<file path="src/rtl/ac_executor.sv">
// AC/E register sequencer for the basic computer. It runs one operation per
// request through IDLE -> EXEC -> DONE, so requests can issue every 3 cycles.
module ac_executor (
    input  logic        clk_in,
    input  logic        reset_in,
    input  logic        start_in,
    input  logic [3:0]  opcode_in,
    input  logic [15:0] alu_ac_in,
    input  logic        alu_c_in,
    output logic        op_and_out,
    output logic        op_add_out,
    output logic        op_dr_out,
    output logic        op_inpr_out,
    output logic        op_complement_out,
    output logic        op_cir_out,
    output logic        op_cil_out,
    output logic [15:0] ac_out,
    output logic        e_out,
    output logic        busy_out,
    output logic        done_out,
    output logic        skip_out
);
    localparam logic [1:0] IDLE = 2'd0;
    localparam logic [1:0] EXEC = 2'd1;
    localparam logic [1:0] DONE = 2'd2;

    localparam logic [3:0] OP_AND = 4'd1;
    localparam logic [3:0] OP_ADD = 4'd2;
    localparam logic [3:0] OP_LDA = 4'd3;
    localparam logic [3:0] OP_INP = 4'd4;
    localparam logic [3:0] OP_CMA = 4'd5;
    localparam logic [3:0] OP_CIR = 4'd6;
    localparam logic [3:0] OP_CIL = 4'd7;
    localparam logic [3:0] OP_CLA = 4'd8;
    localparam logic [3:0] OP_CLE = 4'd9;
    localparam logic [3:0] OP_CME = 4'd10;
    localparam logic [3:0] OP_INC = 4'd11;
    localparam logic [3:0] OP_SPA = 4'd12;
    localparam logic [3:0] OP_SNA = 4'd13;
    localparam logic [3:0] OP_SZA = 4'd14;
    localparam logic [3:0] OP_SZE = 4'd15;

    logic [1:0]  state;
    logic [3:0]  opcode;
    logic [15:0] ac;
    logic        e;
    logic [6:0]  sel;
    logic        skip;

    always_ff @(posedge clk_in or posedge reset_in) begin
        if (reset_in) begin
            state  <= IDLE;
            opcode <= 4'd0;
            ac     <= 16'd0;
            e      <= 1'b0;
        end else begin
            case (state)
                IDLE: begin
                    if (start_in) begin
                        opcode <= opcode_in;
                        state  <= EXEC;
                    end
                end
                EXEC: begin
                    state <= DONE;
                    case (opcode)
                        // Logic/load ops report carry 0; E must keep its value.
                        OP_AND, OP_LDA, OP_INP, OP_CMA: ac <= alu_ac_in;
                        OP_ADD, OP_CIR, OP_CIL: begin
                            ac <= alu_ac_in;
                            e  <= alu_c_in;
                        end
                        OP_CLA: ac <= 16'd0;
                        OP_CLE: e  <= 1'b0;
                        OP_CME: e  <= ~e;
                        OP_INC: ac <= ac + 16'd1;
                        default: ;
                    endcase
                end
                DONE:    state <= IDLE;
                default: state <= IDLE;
            endcase
        end
    end

    always_comb begin
        sel = 7'd0;
        if (state == EXEC) begin
            case (opcode)
                OP_AND:  sel = 7'b0000001;
                OP_ADD:  sel = 7'b0000010;
                OP_LDA:  sel = 7'b0000100;
                OP_INP:  sel = 7'b0001000;
                OP_CMA:  sel = 7'b0010000;
                OP_CIR:  sel = 7'b0100000;
                OP_CIL:  sel = 7'b1000000;
                default: sel = 7'd0;
            endcase
        end
    end

    // Skip tests look at AC/E after the EXEC update, i.e. as held in DONE.
    always_comb begin
        skip = 1'b0;
        if (state == DONE) begin
            case (opcode)
                OP_SPA:  skip = ~ac[15];
                OP_SNA:  skip = ac[15];
                OP_SZA:  skip = (ac == 16'd0);
                OP_SZE:  skip = ~e;
                default: skip = 1'b0;
            endcase
        end
    end

    assign op_and_out        = sel[0];
    assign op_add_out        = sel[1];
    assign op_dr_out         = sel[2];
    assign op_inpr_out       = sel[3];
    assign op_complement_out = sel[4];
    assign op_cir_out        = sel[5];
    assign op_cil_out        = sel[6];
    assign ac_out            = ac;
    assign e_out             = e;
    assign busy_out          = (state != IDLE);
    assign done_out          = (state == DONE);
    assign skip_out          = skip;
endmodule
</file>
<file path="config.mk">
export PLATFORM = sky130hd
export DESIGN_NAME = ac_executor
export DESIGN_NICKNAME = d
export VERILOG_FILES = /design/src/rtl/ac_executor.sv
export SDC_FILE = /design/constraint.sdc
export NUM_CORES = 1
export LEC_CHECK = 0
export ABC_AREA = 1
export CAP_MARGIN = 20
export CELL_PAD_IN_SITES_DETAIL_PLACEMENT = 1
export CELL_PAD_IN_SITES_GLOBAL_PLACEMENT = 1
export CORE_MARGIN = 2
export CORE_UTILIZATION = 35
export DETAILED_ROUTE_END_ITERATION = 8
export GPL_ROUTABILITY_DRIVEN = 0
export GPL_TIMING_DRIVEN = 0
export PLACE_DENSITY_LB_ADDON = 0.1
export SYNTH_ARGS = -nofsm -noshare
export SYNTH_HDL_FRONTEND = slang
export SYNTH_SLANG_ARGS = --single-unit
</file>
<file path="constraint.sdc">
create_clock -name clk_in -period 2 [get_ports clk_in]
set_input_delay 0.4 -clock clk_in [delete_from_list [all_inputs] [get_ports clk_in]]
set_output_delay 0.4 -clock clk_in [all_outputs]
set_load 0.05 [all_outputs]
</file>
==> key figures <==
Clock tree
  • Hold buffer count at CTS: 0
  • CTS tree: yes
  • Insertion delay to the later sink of the worst-skew pair: 0.28 ns
  • Clock sinks: 23
  • Clock Path Buffers: 2
  • Num CTS Buffers: 3
  • H-tree Lvls: 1
  • CTS Root Cell: clkbuf_8
  • Clock transition at the registers of the reported paths: roughly 0.1 ns

Pwr
  • IR drop worst, VDD: approximately 0.63 mV
  • Leak Pwr: between 0.001 and 0.0015 uW
  • Pwr dens: between 1000 and 1500 nW/um^2

Layout
  • Commonest non-fill, non-tap cell in the layout: nand2_1
  • Most frequent cells in the layout: 60 x nand2_1, 45 x nor2_1, 33 x clkdlybuf4s50_1
  • Syn-to-layout area delta: 42.8%
  • NumNets Final: about 370
  • Post-route cell area: 2530 sq um
  • Fraction of layout cells with a size suffix above 1: between 20 and 25%
  • Fin util: 52.8%
  • Diode count: 0

Synth
  • Adder-cell share of the synthesized area: ~1.4%
  • Mapped Area: 1770 sq um
  • Synthesized instance count: 270
  • XOR/XNOR Fraction of Synth Area: 0%
  • Register area share after synthesis: roughly a third
  • Post-Syn Nets: approximately 300
  • Post-synth cell types: 30
  • Synth warn: 0
  • FF+latch count, synth: 23
  • Largest family of logic cells by synthesized area: simple AND/OR/NAND/NOR gates
  • Post-synthesis mux area share: 0%
  • Synth Area in Simple Gates: 40.6%
  • Synth Area in Compound Gates: approximately an eighth
  • Synthesized area per cell: about 6.6 sq um

Die
  • Die W: approximately 75 microns
  • Die area: 5640 sq um
  • Placement row count: 25
  • Io pins: 51
  • Starting density of the core: between 30% and 40%
  • Die Span Y: around 75 microns
  • Core footprint: between 4000 and 5000 sq um

Global route
  • GRT Residual Overflow: 0
  • First-pass GRT wire length: between 8000 and 9000 microns
  • Vias in the first global route: 1884
  • Largest net degree at the start of global routing: 24
  • Initial antenna violation count: 0
  • Gr usage total: between 20% and 30%

Worst setup path
  • Crit-path max cell delay: about 0.84 ns
  • Crit path buf inv count: 1
  • Peak fanout along the critical path: 6
  • Arr. time, crit path: 1.57 ns
  • Worst path top cell family by delay: buffers and inverters
  • Crit Path Class: reg2out
  • Startpoint Class: register
  • Critical-path cell list: clkdlybuf4s50_1
  • Critical Path RT: ~1.6 ns
  • Critical Path End Type: output pin
  • Slowest CP cell: clkdlybuf4s50_1

STA
  • Setup violators final: 0
  • Worst slew pin tran: around 0.52 ns
  • Setup Skew: ~0.009 ns
  • Peak Freq: around 510 MHz
  • PnR worst setup slack: approximately 0.032 ns
  • Slew Limit Fails: 0
  • Final hold vios: 0
  • Slew headroom: approximately 65%
  • Period utilisation layout: between 90% and 100%
  • Final worst path period need: roughly 2 ns
  • RSZ-0062 raised after global routing: yes

Run
  • Count of max-cap constraint violations: 0

Routing
  • WL final: ~5600 microns
  • DR WL/cell: ~14 microns
  • First-pass iteration count of the detailed router: 4
  • Vias after detailed routing: just under 2000
  • Initial drt markers: 74
  • Final ANT Viol Nets: 0
  • # DRC: 0
  • Vias per Instance: just under 5

Placement
  • Hpwl dp: roughly 4000 microns
  • Port Buffer Count: 50
  • Placed instance area: 2350 sq um
  • Pre-CTS WS: -0.366 ns

Outcome
  • Status: finished clean

Hold path
  • Worst min path class: in2async
-- stage by stage --
| step | setup TNS (ns) | std cells | total power [uW] | hold WS, ns |
|---|---|---|---|---|
| 6_report | 0 | 406 | 3480 | 0.448 |
| 5_1_grt | -0.0232 | 406 | 3710 | 0.499 |
| 4_1_cts | 0 | 391 | 3210 | 0.550 |
| 3_5_place_dp | -1.31 | 387 | 2910 | 0.536 |
| 3_3_place_gp | -1.18 | 387 | 2870 | 0.528 |
| 2_1_floorplan | 0 | 270 | 2260 | 0.402 |
-- path summary, 6_finish.rpt --
check / to / slack (ns) / cells after the start / from
setup / recovery: ac_out[10] / 0.03 / 1 / ac_out[10]
hold / removal: ac_out[2] / 0.45 / 2 / reset_in
setup reg to reg: ac_out[10] / 0.37 / 8 / ac_out[1]
hold reg to reg: state[1] / 0.55 / 1 / state[1]
max in group asynchronous: opcode[2] / 1.06 / 3 / reset_in
min in group clk_in: state[1] / 0.55 / 1 / state[1]
-- synth_stat cells (all sizes together) --
cell	count	share of area [%]
a21boi	1	0.42
a21oi	9	3.0
a22oi	2	0.85
buf	5	3.0
clkinv	1	0.21
dfrtp	23	33
ha	2	1.4
inv	43	9.5
nand2	68	17
nand3	26	7.4
nand3b	1	0.42
nand4	4	1.4
nor2	57	14
nor3	2	0.57
o211ai	1	0.42
o21ai	23	7.1
o31ai	2	0.85
-- sequential cells by signal (all words and copies together), names as in the netlist --
| register | cells |
|---|---|
| e_out | 1 |
| ac_out | 16 |
| state | 2 |
| opcode | 4 |
-- where the power goes --
part	leakage (uW)	switching [uW]	internal [uW]
combinational	0.000971	1420	804
clock	0.0000255	173	140
sequential	0.000268	272	663
-- cell families after synthesis --
family	Yosys count
AO/OA/AOI/OAI	38
AND/OR/NAND/NOR	158
adder cells (fa/ha/maj)	2
flip-flops	23
buffers and inverters	49
-- final cells by class --
type | instances | area, sq um
plain buffers | 5 | 60.1
well taps | 67 | 83.8
multi-input cells | 198 | 987
flip-flops and latches | 23 | 583
clock buffers | 3 | 41.3
clock inverters | 1 | 5.00
fillers | 650 | 2260
inverters | 44 | 173
repair buffers | 65 | 593
-- per-layer routing --
metal	vias up	routed length, microns	global-route usage [%]
met4	0	40	4.76
met3	4	179	2.01
met2	36	2800	34.8
met1	938	2620	28.0
li1	990	-	-
met5	-	0	0
-- what timing repair did --
item | 4_1_cts | 5_1_grt
pin swaps | 1 | 5
resized for setup | 45 | 26
buffers inserted | 0 | 14
endpoints found under the hold margin | 0 | 0
endpoints found under the setup margin | 13 | 10
-- worst register-to-register path, cell delays in order (launching register included) --
cell,delay (ns)
dfrtp_1,0.44
buf_4,0.14
ha_1,0.18
nand2_1,0.08
nor2_1,0.18
nand2_1,0.10
o21ai_0,0.15
nand3_1,0.13
a21oi_1,0.15
No activity file was read; power rests on OpenSTA's default activity.
